File: src/rtl/lif_pkg.sv
// lif_pkg: shared constants and helpers for the LIF neuron array.
// Rev 1.0
`default_nettype none

package lif_pkg;

   localparam int DEF_N_NEURONS      = 3;
   localparam int DEF_V_WIDTH        = 8;
   localparam int DEF_I_WIDTH        = 8;
   localparam int DEF_LEAK_SHIFT     = 1;
   localparam int DEF_REFRAC_UPDATES = 2;

   localparam logic RST_ZERO = 1'b0;
   localparam logic RST_SUB  = 1'b1;

   // Register widths must never collapse to zero bits, even for degenerate counts.
   function automatic int clog2_min1(input int n);
      int w;
      w = $clog2(n);
      return (w < 1) ? 1 : w;
   endfunction

endpackage

`default_nettype wire

File: src/rtl/lif_update.sv
// lif_update: combinational leak / integrate / saturate / fire datapath for one neuron.
// Rev 1.0
`default_nettype none

module lif_update
   import lif_pkg::*;
#(
   parameter int V_WIDTH        = DEF_V_WIDTH,
   parameter int I_WIDTH        = DEF_I_WIDTH,
   parameter int LEAK_SHIFT     = DEF_LEAK_SHIFT,
   parameter int REFRAC_UPDATES = DEF_REFRAC_UPDATES,
   parameter int R_WIDTH        = clog2_min1(REFRAC_UPDATES + 1)
) (
   input  logic [V_WIDTH-1:0] v,
   input  logic [R_WIDTH-1:0] r,
   input  logic [I_WIDTH-1:0] isyn_i,
   input  logic [V_WIDTH-1:0] threshold,
   input  logic               reset_mode,
   output logic [V_WIDTH-1:0] v_next,
   output logic [R_WIDTH-1:0] r_next,
   output logic               fire
);

   localparam logic [R_WIDTH-1:0] REFRAC_LOAD = R_WIDTH'(REFRAC_UPDATES);
   localparam logic [V_WIDTH-1:0] V_MAX       = {V_WIDTH{1'b1}};

   logic [V_WIDTH-1:0] w_leaked;
   logic [V_WIDTH:0]   w_sum;
   logic [V_WIDTH-1:0] w_sat;
   logic               w_cross;

   assign w_leaked = v - (v >> LEAK_SHIFT);
   assign w_sum    = {1'b0, w_leaked} + (V_WIDTH + 1)'(isyn_i);
   assign w_sat    = w_sum[V_WIDTH] ? V_MAX : w_sum[V_WIDTH-1:0];
   assign w_cross  = (w_sat >= threshold);

   always_comb begin
      v_next = w_sat;
      r_next = r;
      fire   = 1'b0;
      if (r != '0) begin
         // Refractory updates discard input and clear any residual charge.
         v_next = '0;
         r_next = r - R_WIDTH'(1);
      end else if (w_cross) begin
         fire   = 1'b1;
         r_next = REFRAC_LOAD;
         v_next = (reset_mode == RST_SUB) ? (w_sat - threshold) : '0;
      end
   end

endmodule

`default_nettype wire

File: src/rtl/lif_neuron_array.sv
// lif_neuron_array: round-robin time-multiplexed array of LIF neurons sharing one update datapath.
// Rev 1.0
`default_nettype none

module lif_neuron_array
   import lif_pkg::*;
#(
   parameter int N_NEURONS      = DEF_N_NEURONS,
   parameter int V_WIDTH        = DEF_V_WIDTH,
   parameter int I_WIDTH        = DEF_I_WIDTH,
   parameter int LEAK_SHIFT     = DEF_LEAK_SHIFT,
   parameter int REFRAC_UPDATES = DEF_REFRAC_UPDATES
) (
   input  logic                              clk,
   input  logic                              rst_n,
   input  logic                              ena,
   input  logic [N_NEURONS*I_WIDTH-1:0]      isyn,
   input  logic [V_WIDTH-1:0]                threshold,
   input  logic                              reset_mode,
   output logic [N_NEURONS-1:0]              spike,
   output logic                              frame_done,
   output logic [clog2_min1(N_NEURONS)-1:0]  active_idx
);

   localparam int IDX_W   = clog2_min1(N_NEURONS);
   localparam int R_WIDTH = clog2_min1(REFRAC_UPDATES + 1);
   localparam logic [IDX_W-1:0] LAST_IDX = IDX_W'(N_NEURONS - 1);

   logic [V_WIDTH-1:0] v_q [N_NEURONS];
   logic [R_WIDTH-1:0] r_q [N_NEURONS];
   logic [N_NEURONS-1:0] spike_q;
   logic [IDX_W-1:0]   idx_q, idx_d;
   logic               frame_done_q, frame_done_d;

   logic [I_WIDTH-1:0] w_isyn [N_NEURONS];
   logic [V_WIDTH-1:0] w_v_next;
   logic [R_WIDTH-1:0] w_r_next;
   logic               w_fire;

   for (genvar gi = 0; gi < N_NEURONS; gi++) begin : g_isyn
      assign w_isyn[gi] = isyn[gi*I_WIDTH +: I_WIDTH];
   end

   lif_update #(
      .V_WIDTH        (V_WIDTH),
      .I_WIDTH        (I_WIDTH),
      .LEAK_SHIFT     (LEAK_SHIFT),
      .REFRAC_UPDATES (REFRAC_UPDATES),
      .R_WIDTH        (R_WIDTH)
   ) u_update (
      .v          (v_q[idx_q]),
      .r          (r_q[idx_q]),
      .isyn_i     (w_isyn[idx_q]),
      .threshold  (threshold),
      .reset_mode (reset_mode),
      .v_next     (w_v_next),
      .r_next     (w_r_next),
      .fire       (w_fire)
   );

   always_comb begin
      idx_d        = idx_q;
      frame_done_d = 1'b0;
      if (ena) begin
         idx_d        = (idx_q == LAST_IDX) ? '0 : idx_q + IDX_W'(1);
         frame_done_d = (idx_q == LAST_IDX);
      end
   end

   always_ff @(posedge clk or negedge rst_n) begin
      if (!rst_n) begin
         for (int i = 0; i < N_NEURONS; i++) begin
            v_q[i] <= '0;
            r_q[i] <= '0;
         end
         spike_q      <= '0;
         idx_q        <= '0;
         frame_done_q <= 1'b0;
      end else begin
         idx_q        <= idx_d;
         frame_done_q <= frame_done_d;
         if (ena) begin
            v_q[idx_q]     <= w_v_next;
            r_q[idx_q]     <= w_r_next;
            spike_q[idx_q] <= w_fire;
         end
      end
   end

   assign spike      = spike_q;
   assign frame_done = frame_done_q;
   assign active_idx = idx_q;

endmodule

`default_nettype wire

File: config.mk
export PLATFORM = sky130hd
export DESIGN_NAME = lif_neuron_array
export DESIGN_NICKNAME = d
export VERILOG_FILES = /design/src/rtl/lif_pkg.sv /design/src/rtl/lif_update.sv /design/src/rtl/lif_neuron_array.sv
export SDC_FILE = /design/constraint.sdc
export NUM_CORES = 1
export LEC_CHECK = 0
export CAP_MARGIN = 20
export CORE_MARGIN = 2
export CORE_UTILIZATION = 25
export CTS_CLUSTER_DIAMETER = 100
export DETAILED_ROUTE_END_ITERATION = 10
export SLEW_MARGIN = 40
export SYNTH_ARGS = -nofsm -noshare
export SYNTH_HDL_FRONTEND = slang
export SYNTH_HIERARCHICAL = 1
export SYNTH_SLANG_ARGS = --single-unit
File: constraint.sdc
create_clock -name clk -period 12.4 [get_ports clk]
set_input_delay 1.86 -clock clk [delete_from_list [all_inputs] [get_ports clk]]
set_output_delay 1.86 -clock clk [all_outputs]
set_load 0.01 [all_outputs]
# Word level (Yosys, flattened, before mapping)

Index checks and enable logic that the tools add are counted.

Flip-flop bits (word level): 36
Bits of input ports: 36
Output and inout port bits: 6
Word-level logic and storage cells: 52

Reductions and logical operators: 3
Bitwise logic cells: 1
Multiplexer cells: 28
$lt $le $gt $ge: 5
Add/sub/neg operators: 5
Eq/ne operators: 1

Operator list:

| kind                | number |
|---|---|
| $mux 8              | 9 |
| $bmux 8 s2          | 2 |
| $bwmux 24           | 1 |
| $demux 8 s2         | 1 |
| $mux 2              | 6 |
| $add 8x8->9         | 1 |
| $ge 8x8->1          | 1 |
| $sub 8x7->8         | 1 |
| $sub 8x8->8         | 1 |
| $bwmux 6            | 1 |
| $bmux 2 s2          | 1 |
| $demux 2 s2         | 1 |
| $mux 1              | 4 |
| $bwmux 3            | 1 |
| $ge 3x3->1 const B  | 1 |
| $lt 2x3->1 const B  | 1 |
| $lt 3x1->1 const B  | 1 |
| $not 2->3           | 1 |
| $add 2x1->2 const B | 1 |
| $demux 1 s2         | 1 |
| $eq 2x2->1 const B  | 1 |
| $ge 2x1->1 const B  | 1 |
| $logic_and 1x1->1   | 2 |
| $reduce_bool 2->1   | 1 |
| $sub 2x1->2 const B | 1 |

# Longest topological paths before layout

Gate-level depths: netlist of the first run.

Depth in word-level cells: 12
Depth in mapped cells: 30

# Hierarchy

Netlist of the first run, hierarchy kept.

By module, submodules not included:

| module           | sequential area each (um2) | area an instance (um2) | cells an instance | instances |
|---|---|---|---|---|
| lif_neuron_array | 900.9                      | 1719.1                 | 125               | 1 |
| lif_update       | 0.0                        | 1242.4                 | 181               | 1 |

# Worst setup path after synthesis of the first run

OpenSTA, ideal clock, no wires.

Kind: register to register
Start: reg idx_q[1] (netlist: active_idx[1])
End: reg v_q[21] (netlist bit)
Setup time: 0.125 ns
Required time: 12.275 ns
Period minus slack after synthesis: 6.016 ns
Data arrival time: 5.891 ns
Cell stages (with the launch flop): 28
Path slack: 6.384 ns
Path through: dfrtp_1 > buf_2 > nor2b_1 > buf_2 > buf_2 > o2bb2ai_1 > ha_1 > inv_1 > fa_1 > a21o_1 > a21oi_1 > o21bai_1 > a21oi_1 > xnor2_1 > ha_1 > clkbuf_2 > o21ai_0 > nor2_1 > or3_1 > buf_2 > or2_2 > fa_1 > a21o_1 > a2111oi_0 > o21a_1 > nor3_1 > a32o_1 > mux2_2

Word-level cells in the longest chain between the ends: 12

RTL lines:

| what                                       | line                                                                   | text |
|---|---|---|
| start, declared                            | lif_neuron_array.sv:32                                                 | `logic [IDX_W-1:0] idx_q, idx_d;` |
| start signal, assigned                     | lif_neuron_array.sv:80                                                 | `idx_q <= idx_d;` |
| $not 2->3 (implied by the code) *          | lif_neuron_array.sv:51, lif_neuron_array.sv:52, lif_neuron_array.sv:53 |  |
| $bmux 8 s2                                 | lif_neuron_array.sv:51                                                 | `.v (v_q[idx_q]),` |
| $mux 8 (implied by the code) (2 in series) | lif_neuron_array.sv:51                                                 |  |
| $sub 8x7->8                                | lif_update.sv:32                                                       | `assign w_leaked = v - (v >> LEAK_SHIFT);` |
| $add 8x8->9                                | lif_update.sv:33                                                       | `assign w_sum = {1'b0, w_leaked} + (V_WIDTH + 1)'(isyn_i);` |
| $mux 8                                     | lif_update.sv:34                                                       | `assign w_sat = w_sum[V_WIDTH] ? V_MAX : w_sum[V_WIDTH-1:0];` |
| $sub 8x8->8                                | lif_update.sv:48                                                       | `v_next = (reset_mode == RST_SUB) ? (w_sat - threshold) : '0;` |
| $mux 8                                     | lif_update.sv:48                                                       |  |
| $mux 8                                     | lif_update.sv:45                                                       | `end else if (w_cross) begin` |
| $mux 8 *                                   | lif_update.sv:41                                                       | `if (r != '0) begin` |
| named net w_v_next[5]                      | lif_neuron_array.sv:36                                                 | `logic [V_WIDTH-1:0] w_v_next;` |
| $bwmux 24 *                                | lif_neuron_array.sv:83                                                 | `v_q[idx_q] <= w_v_next;` |
| end signal, assigned by index              | lif_neuron_array.sv:83                                                 |  |
| end, declared                              | lif_neuron_array.sv:29                                                 | `logic [V_WIDTH-1:0] v_q [N_NEURONS];` |

Mark *: on every way through the listed nets, which the timed path passes. The rest lies on a longest branch. The select of a mux whose other input is x is not followed.
A chain may end at the register's enable or synchronous reset.

# Worst setup path in the final report of the first run

Start: reg idx_q[0] (netlist: active_idx[0])
End: reg v_q[23] (netlist bit)

Same word-level chain as after synthesis.

==> results of run 1 <==
-- final cells by class --
| class | instances | area (um2) | area share, % |
|---|---|---|---|
| Multi-Input combinational cell | 230 | 1900 | 51.9 |
| Sequential cell | 36 | 902 | 24.6 |
| Timing Repair Buffer | 44 | 433 | 11.8 |
| Tap cell | 143 | 179 | 4.88 |
| Clock buffer | 6 | 139 | 3.79 |
| Inverter | 26 | 97.6 | 2.66 |
| Clock inverter | 2 | 13.8 | 0.375 |
-- registers in the layout (all words and copies together), names as in the netlist --
signal      cells
active_idx      2
spike           3
r_q             6
v_q            24
frame_done      1
-- metal layers --
metal / share of wire (%) / wire, um / vias to the layer above
li1: - / - / 1191
met1: 48 / 3470 / 1165
met2: 48 / 3490 / 45
met3: 2.7 / 195 / 11
met4: 1.5 / 108 / 0
met5: 0 / 0 / -
-- metrics by stage --
step	cells	util [%]	instance area [um2]	setup WS (ns)	hold WS [ns]
detailed placement	479	30.6	3510	4.93	0.493
global placement	479	30.6	3510	5.22	0.487
global route	487	32.0	3670	4.55	0.523
finish	487	32.0	3670	5.12	0.501
floorplan	306	-	2960	6.38	0.479
CTS	487	32.0	3660	4.92	0.505
-- worst max-delay path: stages (launching register included) --
cell                        delay [ns]
sky130_fd_sc_hd__dfrtp_2          0.67
sky130_fd_sc_hd__nor2b_1          0.60
sky130_fd_sc_hd__buf_4            0.29
sky130_fd_sc_hd__o2bb2ai_1        0.22
sky130_fd_sc_hd__ha_1             0.24
sky130_fd_sc_hd__inv_1            0.05
sky130_fd_sc_hd__fa_1             0.40
sky130_fd_sc_hd__a21o_1           0.18
sky130_fd_sc_hd__a21oi_1          0.23
sky130_fd_sc_hd__o21bai_1         0.09
sky130_fd_sc_hd__a21oi_1          0.18
sky130_fd_sc_hd__xnor2_1          0.14
sky130_fd_sc_hd__ha_1             0.33
sky130_fd_sc_hd__o21ai_0          0.20
sky130_fd_sc_hd__nor2_1           0.07
sky130_fd_sc_hd__or3_1            0.49
sky130_fd_sc_hd__or4_4            0.59
sky130_fd_sc_hd__ha_1             0.40
sky130_fd_sc_hd__o21ai_0          0.14
sky130_fd_sc_hd__or3b_2           0.48
sky130_fd_sc_hd__o21ai_1          0.34
sky130_fd_sc_hd__nand2_1          0.21
sky130_fd_sc_hd__o32ai_1          0.45
sky130_fd_sc_hd__mux2_2           0.23
-- path summary, 6_finish.rpt --
kind	to	slack, ns	cells past startpoint
setup / recovery	v_q[23]	5.12	23
hold / removal	v_q[12]	0.50	1
setup reg to reg	v_q[23]	5.12	23
hold reg to reg	v_q[12]	0.50	1
max in group asynchronous	active_idx[0]	10.06	2
min in group asynchronous	frame_done	1.99	2
-- placed cells by master (no fill, tap or decap), drive strengths merged, types with 3 or more instances in the layout --
cell / n
fa: 3
o2bb2ai: 17
or3: 3
a211oi: 3
xor2: 5
a21o: 6
buf: 3
mux2: 33
mux2i: 18
a21oi: 15
nand4: 3
inv: 27
nand2: 9
clkbuf: 6
clkdlybuf4s50: 41
xnor2: 7
nor3: 4
o21ai: 16
or2: 6
ha: 24
nor2: 16
o211ai: 3
nor2b: 6
nand3: 7
dfrtp: 36
o22ai: 3
-- kinds of logic after synthesis --
kind of cell,after synthesis
simple gates,64
compound gates,76
flops,36
buf+inv,40
fa+ha+maj,27
mux,51
xor+xnor,12
==> out/summary.md, run 1 <==
The endpoint class of the critical path is a register. The global routing stage identified its most utilized layer as met2. Data on the critical path is required at its endpoint by 12.62 ns. During synthesis, Yosys emitted a total of 6 warnings. The congestion estimate from routability-driven global placement came to 0.863. The synthesized design contains 0 enable-type register cells. The prevailing post-synth register cell is sky130_fd_sc_hd__dfrtp_1. In the final design database the tool counted 406 nets.

After synthesis, the largest family of logic cells by area is multiplexers. The run gives 0 as the count of final hold-check violations. TritonCTS built the clock tree.

For the finished layout, the period the worst path requires is 7.28 ns. The fraction of the mapped netlist area in compound gates was 17.8%; the cell area after technology mapping was 2960 um2. Data arrives at the worst endpoint at 7.50 ns.

Synthesis inferred 36 register bits. Using the TritonRoute via totals, the vias-per-cell ratio works out to 4.95. After layout, the worst path uses 58.7% of the clock period. The floorplan step defined a core boundary enclosing 11500 um2. The kind of critical path is register to register. The floorplan has 39 rows.

The die boundary height was 113 um. The sum of negative setup slack was 0 ns. The multiplexer share of the synthesized area was 18.6%. After detailed routing, the average wire length per cell comes to 14.9 um. The overall die width is 113 um, and the number of sinks handled by clock tree synthesis is 36.

For this run, global-route usage on met2 was measured as 20.0%. In this run the number of H-tree levels came out at 2. The area growth from synthesis to layout is 23.8%. Of all nets on the critical path, the largest fanout is 25. After Yosys synthesis, full adders, half adders and majority gates account for 12.2% of the synthesized area.

In this run the critical register-to-register path is launched from active_idx[0]. Buffers inserted to repair hold after CTS numbered 0. The tightest slew margin relative to the limit was 51.4%. Fraction of final layout cells sized beyond drive strength 1: 16.3%. The fraction of the mapped netlist area in simple logic gates was 11.9%. Number of fillers in the final layout: 1141. The total of buffers placed on input and output ports is 41, and the maximum buffer depth of the clock tree is 2.

0 antenna diodes ended up in the layout. DRC violations left: 0. The share of synthesized registers carrying an async set or reset works out to 100%. The mean area per synthesized cell came out at 9.68 um2. The number of global-route vias before repair is 2470. The source of the critical timing path was active_idx[0].

The tool flagged a number of max-cap violations equal to 0. Clock tree synthesis selected as its root buffer the cell sky130_fd_sc_hd__clkbuf_16. The tools report the global-route wire length before repair as 12.3 mm.

After clock tree synthesis, the repair step resized 0 gates. The wire-length estimate of the detail-placed layout is 5.73 mm. The via count of the routed design was 2412. For the pin with the worst max-slew slack, the measured transition is 0.726 ns. For the number of buffers inserted by post-CTS setup repair, the log shows 0.

Setup repair after global routing left no endpoint under its margin. The commonest cells after synthesis are 36 x sky130_fd_sc_hd__dfrtp_1, 33 x sky130_fd_sc_hd__mux2_2, 26 x sky130_fd_sc_hd__inv_1, 24 x sky130_fd_sc_hd__ha_1, 18 x sky130_fd_sc_hd__mux2i_1. Once the floorplan was initialized, standard cells occupied 25.8% of the core.

The logs give 11.8% for the overall track demand over capacity in global routing and 16.0% for the fraction of met1 tracks used by global routing. The maximum frequency from static timing analysis is 137 MHz, and the initial antenna violation count is 0. The die covers 12700 um2. Yosys instantiated no cell more often than sky130_fd_sc_hd__dfrtp_1. The tightest min-delay check is of the register to register type. The final count of pins violating max slew is 0, and the number of antenna-violating nets in the routed design is 0. The number of top-level design ports was 42. Of the total synthesized cell area, the portion taken by XOR and XNOR cells is 3.55%. The flow ran to the end, and the final reports show no timing, DRC or antenna violations.

The tools report the post-synthesis instance total as 306. TritonCTS created 5 clock buffers. For met3 alone, demand over resource in global routing was 1.71%. sky130_fd_sc_hd__dfrtp_1 takes more of the synthesized area than any other cell.

After detailed routing, the total wire length is 7.27 mm. The sequential-to-total area share from yosys stat came out at 30.4%. The clock-pin slew on the worst setup and hold paths came out at 0.06 ns. Summed over all layers, the global routing overflow is 0. The first routing iteration left 81 violations.

Between clock sinks in the finished design, the worst skew comes to 0.00659 ns. The first TritonRoute pass finished after 4 iterations. Synthesis produced a netlist with a net count of 369. The largest net degree at the start of global routing is 37, and the clock latency reported for the late side of the worst-skew pair is 0.28 ns. The area share of the leading cell type in the synthesized netlist works out to 30.4%. The startpoint of the most critical hold path is v_q[12].

Setup violations remaining at the end of the flow were counted as 0. The tools report the type of element launching the critical path as a register. In the post-synthesis netlist, the biggest area contributors are sky130_fd_sc_hd__dfrtp_1 30%, sky130_fd_sc_hd__mux2_2 13%, sky130_fd_sc_hd__ha_1 10%, sky130_fd_sc_hd__mux2i_1 6.1%, sky130_fd_sc_hd__o2bb2ai_1 5.0%.

In this run, distinct cell masters in the synthesized netlist total 48.
Power of run 1 is left out: the tool's default activity adds up to more than one toggle a clock period on the data nets, which glitch-free logic cannot reach.
==> inputs of run 2 (changes only) <==
==> constraint.sdc (replaced) <==
create_clock -name clk -period 6.6 [get_ports clk]
set_input_delay 0.99 -clock clk [delete_from_list [all_inputs] [get_ports clk]]
set_output_delay 0.99 -clock clk [all_outputs]
set_load 0.01 [all_outputs]
==> run 2 against run 1 <==
Flip-flop and latch count is the same. Maximum frequency grew 19%. Largest cell class unchanged. First-iteration DRC count is 59% higher. Hold slack better by 0.0074 ns. Sequential share of layout area down 0.45 points.
==> out/summary.md, run 2 (synthesis results as in run 1) <==
The final instance count without filler cells came out at 494. Once the floorplan was initialized, standard cells occupied 25.8% of the core. The total of buffers placed on input and output ports was 41. In this run the worst hold path is classified as register to register.

The shortest clock period the worst path allows after layout is 6.11 ns. The worst setup path is of the register to register kind. The number of placed instances, taps included, is 486.

The hold-fix buffer count after cts was 0; the die boundary height was 113 um. Cells with a size suffix above 1 make up 18.2% of the layout. In the final routed layout, each cell accounts on average for 15.0 um.

For the final routed database, the setup TNS stands at 0 ns. Compared with the post-synthesis result, the final layout area differs by 25.9%. The number of antenna diodes in the final layout is 0. The largest net degree at the start of global routing came out at 37.

The flip-flop count of the largest register after layout is 24, and the fraction of met1 tracks used by global routing is 15.6%. The core region is 11500 um2. The initial DRC count is 129. For this run, the top clock speed supported by timing is 164 MHz. The floorplan step defined a die boundary enclosing 12700 um2. The met3 usage in global routing is 1.98%. In the layout the commonest cells are 41 x sky130_fd_sc_hd__clkdlybuf4s50_1, 36 x sky130_fd_sc_hd__dfrtp_1, 33 x sky130_fd_sc_hd__mux2_2.

In the routed design, unresolved DRC markers number 0. The run gives 36 as the number of sinks handled by clock tree synthesis. The via count of the routed design was 2469. The leading cell type in the layout, fill and taps excluded was sky130_fd_sc_hd__clkdlybuf4s50_1. The share of the clock period used by the worst path after layout came out at 92.6%. After the last flow step, the layout net total stands at 413.

Global routing used 12.1% of the available tracks across all layers. Clock tree synthesis inserted a total of 5 buffers. For this run the aggregate overflow at the end of global routing stands at 0. At the end of routability-driven placement, the weighted congestion stood at 0.842.

The flow ran to the end, and the final reports show no timing, DRC or antenna violations. The vias per cell was 5.00. The max-cap check violation count is 0, and the overall die width is 113 um.

The actual slew at the worst max-slew pin was 0.708 ns. The routed design has 7.40 mm of wire. The met2 usage was 20.2%; the peak fanout along the critical path was 10. TritonCTS built the clock tree. The endpoint class of the critical path is a register.

The number of detailed-routing iterations run before antenna repair came out at 4. The first global-routing pass estimated 12.5 mm of wire. Setup violations remaining at the end of the flow were counted as 0. After clock tree synthesis, the clock-pin slew on the worst setup and hold paths is 0.05 ns.

The logs give 0 for the count of final hold-check violations and 0 for the number of buffers inserted by post-CTS setup repair. The library cell used as clock root buffer is sky130_fd_sc_hd__clkbuf_16. After global routing, the most crowded layer is met2. The tools report the final HPWL from detailed placement as 5.99 mm.

For the final count of pins violating max slew, the log shows 0. The number of top-level design ports was 42; the arrival time reported for the critical path endpoint was 6.33 ns. The logs give 0.00454 ns for the worst clock skew on the final layout and 0.28 ns for the clock latency reported for the late side of the worst-skew pair. The tools report the type of element launching the critical path as a register. Setup repair after global routing left no endpoint under its margin. In this run the tightest slew margin relative to its limit is 52.7%. For the worst setup path, the data required time is 6.82 ns. Counting flops per register, the top entry is v_q. The maximum buffer depth of the clock tree was 2; the initial antenna violation count was 0. The H-tree was split into 2 levels. The logs give 2588 for the number of global-route vias before repair and 0 for the number of antenna-violating nets in the routed design.

Row count: 39.
## run 2: area by class of cell
class,instances,area (um2)
repair buffers,51,485
clock buffers,7,143
multi-input cells,230,1920
fillers,1171,7740
well taps,143,179
flip-flops and latches,36,901
inverters,26,97.6
clock inverters,1,7.51
## run 2: repair_timing
action	in CTS	in global routing
resized for setup	0	5
endpoints found under the hold margin	0	0
setup endpoints to repair	0	18
## run 2: layer usage
layer	vias up	share of wire, %
li1	1207	-
met4	0	2.5
met1	1182	45
met3	14	5.0
met5	-	0
met2	66	47
## run 2: worst paths after layout
| check | startpoint | to | slack (ns) | cells after the start |
|---|---|---|---|---|
| min in group asynchronous | rst_n | frame_done | 1.12 | 2 |
| setup / recovery | active_idx[1] | v_q[23] | 0.49 | 23 |
| hold reg to reg | r_q[4] | r_q[4] | 0.51 | 1 |
| hold / removal | r_q[4] | r_q[4] | 0.51 | 1 |
| setup reg to reg | active_idx[1] | v_q[23] | 0.49 | 23 |
| max in group asynchronous | rst_n | v_q[12] | 5.16 | 2 |
## run 2: worst max-delay path: stages (launching register included)
cell                        delay [ns]
sky130_fd_sc_hd__dfrtp_1          0.39
sky130_fd_sc_hd__buf_4            0.20
sky130_fd_sc_hd__mux2i_1          0.14
sky130_fd_sc_hd__o2bb2ai_1        0.20
sky130_fd_sc_hd__ha_1             0.19
sky130_fd_sc_hd__inv_1            0.06
sky130_fd_sc_hd__fa_1             0.40
sky130_fd_sc_hd__a21o_1           0.17
sky130_fd_sc_hd__a21oi_1          0.22
sky130_fd_sc_hd__o21bai_1         0.09
sky130_fd_sc_hd__a21oi_1          0.17
sky130_fd_sc_hd__xnor2_1          0.15
sky130_fd_sc_hd__ha_1             0.34
sky130_fd_sc_hd__o21ai_0          0.18
sky130_fd_sc_hd__nor2_1           0.07
sky130_fd_sc_hd__or3_1            0.37
sky130_fd_sc_hd__or4_4            0.55
sky130_fd_sc_hd__ha_1             0.41
sky130_fd_sc_hd__o21ai_0          0.13
sky130_fd_sc_hd__or3b_2           0.47
sky130_fd_sc_hd__o21ai_1          0.37
sky130_fd_sc_hd__nand2_1          0.18
sky130_fd_sc_hd__o32ai_2          0.37
sky130_fd_sc_hd__mux2_2           0.22
## run 2: per-stage QoR
step | hold WS (ns) | cell area (um2) | worst slack, ns | utilization (%)
3_5_place_dp | 0.496 | 3560 | 0.368 | 31.1
5_1_grt | 0.521 | 3730 | 0.0735 | 32.5
3_3_place_gp | 0.486 | 3560 | 0.467 | 31.0
4_1_cts | 0.508 | 3710 | 0.315 | 32.4
2_1_floorplan | 0.479 | 2960 | 0.584 | -
6_report | 0.508 | 3730 | 0.491 | 32.5
Power of run 2 is left out for the same reason.
==> inputs of run 3 (changes only) <==
--- a/config.mk
+++ b/config.mk
@@ -6,10 +6,14 @@
 export NUM_CORES = 1
 export LEC_CHECK = 0
 export CAP_MARGIN = 20
+export CELL_PAD_IN_SITES_DETAIL_PLACEMENT = 1
+export CELL_PAD_IN_SITES_GLOBAL_PLACEMENT = 2
 export CORE_MARGIN = 2
 export CORE_UTILIZATION = 25
 export CTS_CLUSTER_DIAMETER = 100
 export DETAILED_ROUTE_END_ITERATION = 10
+export PLACE_DENSITY_LB_ADDON = 0.1
+export SKIP_LAST_GASP = 1
 export SLEW_MARGIN = 40
 export SYNTH_ARGS = -nofsm -noshare
 export SYNTH_HDL_FRONTEND = slang
==> run 3 against run 2 <==
Wire length up 14%. First-iteration DRC count decreased by 51%. Setup slack got worse by 0.045 ns. Maximum frequency down 0.73%. Hold slack got worse by 0.0036 ns. Non-clock buffer count stayed put. Sequential share of layout area fell by 0.35 points.
==> out/summary.md, run 3 (synthesis results as in run 1) <==
The run finished with clean final reports. Largest stage delay on the critical path: 0.57 ns. The type of element launching the critical path was a register. The number of top-level design ports was 42. Number of sinks handled by clock tree synthesis: 36. Grouping stages by cell kind, the critical path spends the most delay in simple AND/OR/NAND/NOR gates. Entering global routing, the biggest net connects 37 pins. The logs give 13.8 mm for the global-route wire length before repair and 0 for the setup-violating endpoint count in the final report. The number of antenna diodes was 0. The kind of critical path is register to register.

Clock latency on the worst-skew pair, taken at its later pin, is 0.27 ns. The total of buffers placed on input and output ports works out to 41. Required time at the worst-slack endpoint: 6.81 ns. The shortest clock period the worst path allows after layout is 6.15 ns, and the die boundary height is 113 um. For this run, the top clock speed supported by timing is 162 MHz.

Setup repair after global routing left no endpoint under its margin. In this run the remaining antenna-violating nets after routing total 0. Counting both buffers and inverters, the worst setup path holds a total of 4. At the pin with the least slew margin, the transition time is 0.796 ns.

TritonCTS built the clock tree. The mean routed wirelength per cell is 17.0 um, and the routed wire length is 8.40 mm. The placeable core region is 11500 um2, and the clock-pin slew on the worst setup and hold paths is 0.05 ns. In this run the horizontal extent of the chip is 113 um. Once layout is complete, the utilization of the core stands at 33.0%.

The initial cell density of the core was 25.8%. The number of clock buffers added by TritonCTS is 5. The peak fanout along the critical path was 15; the via count of the routed design was 2428.

The register with the most flip-flops in the layout has 24 of them. The run gives 63 as the initial DRC count. Hold repair after CTS inserted 0 buffers. For the number of global-route vias before repair, the log shows 2584. After global routing the overflow that remains totals 0.

The area growth from synthesis to layout was 27.8%. Clock skew on the completed layout was measured at 0.00265 ns. Data arrives at the worst endpoint at 6.36 ns. Endpoint class of the critical path: a register.

The tools report the die outline area as 12700 um2. Using the TritonRoute via totals, the vias-per-cell ratio works out to 4.92. After detailed routing, the number of remaining DRC violations is 0. Routability-driven placement finished with a final weighted congestion of 0.778. The final count of pins violating max slew came out at 0.

The sum of negative setup slack was 0 ns; the number of detailed-routing iterations run before antenna repair was 4. The largest register by flop count is v_q. Leading cell type in the layout, fill and taps excluded: sky130_fd_sc_hd__clkdlybuf4s50_1. Summed over all nets, the half-perimeter wirelength after detailed placement is 6.73 mm. Of the cells placed in the final design, the portion with a size suffix greater than 1 is 19.7%. Worst hold path class: register to register. The initial antenna violation count is 0. In the layout the commonest cells are 41 x sky130_fd_sc_hd__clkdlybuf4s50_1, 36 x sky130_fd_sc_hd__dfrtp_1, 33 x sky130_fd_sc_hd__mux2_2. The H-tree was split into 2 levels. Across the run, the number of max-cap violations was 0. Count of final hold-check violations: 0. The tree is rooted in a sky130_fd_sc_hd__clkbuf_16.

The maximum buffer depth of the clock tree is 2. The floorplan has 39 rows. Measured against its own limit, the worst slew margin works out to 46.8%. In the final design database the tool counted 413 nets. Among all stages on the critical path, the largest delay is contributed by sky130_fd_sc_hd__or4_4. The share of the clock period used by the worst path after layout works out to 93.2%. In the global route stage, overall resource usage came out at 13.6%.
-- run 3: final timing paths --
kind,start,end,slack (ns),cells after the start
hold reg to reg,v_q[15],v_q[15],0.50,1
setup / recovery,active_idx[1],v_q[23],0.45,25
max in group asynchronous,rst_n,r_q[5],5.14,2
min in group asynchronous,rst_n,r_q[4],1.13,2
setup reg to reg,active_idx[1],v_q[23],0.45,25
hold / removal,v_q[15],v_q[15],0.50,1
-- run 3: cell type report --
cell class / instances / area (um2)
Clock buffer: 7 / 153
Inverter: 26 / 97.6
Tap cell: 143 / 179
Sequential cell: 36 / 901
Fill cell: 1270 / 7680
Multi-Input combinational cell: 230 / 1960
Timing Repair Buffer: 51 / 489
-- run 3: routing by layer --
| metal | global-route usage [%] | vias up | share of wire [%] |
|---|---|---|---|
| li1 | - | 1203 | - |
| met1 | 18.5 | 1198 | 48 |
| met2 | 23.6 | 23 | 50 |
| met3 | 1.12 | 4 | 1.7 |
| met4 | 2.93 | 0 | 0.73 |
| met5 | 0 | - | 0 |
-- run 3: per-stage QoR --
stage / hold WS, ns / cell area [um2] / std cells / setup slack (ns)
floorplan: 0.479 / 2960 / 306 / 0.584
global placement: 0.488 / 3560 / 486 / 0.0880
detailed placement: 0.494 / 3560 / 486 / 0.0130
CTS: 0.506 / 3720 / 493 / 0.0949
global route: 0.522 / 3780 / 493 / 0.00715
finish: 0.504 / 3780 / 493 / 0.446
-- run 3: repair_timing --
| action | 4_1_cts | 5_1_grt |
|---|---|---|
| gates resized for setup | 2 | 12 |
| endpoints found under the hold margin | 0 | 0 |
| setup buffers | 0 | 0 |
| setup endpoints to repair | 3 | 30 |
Power of run 3 is left out for the same reason.
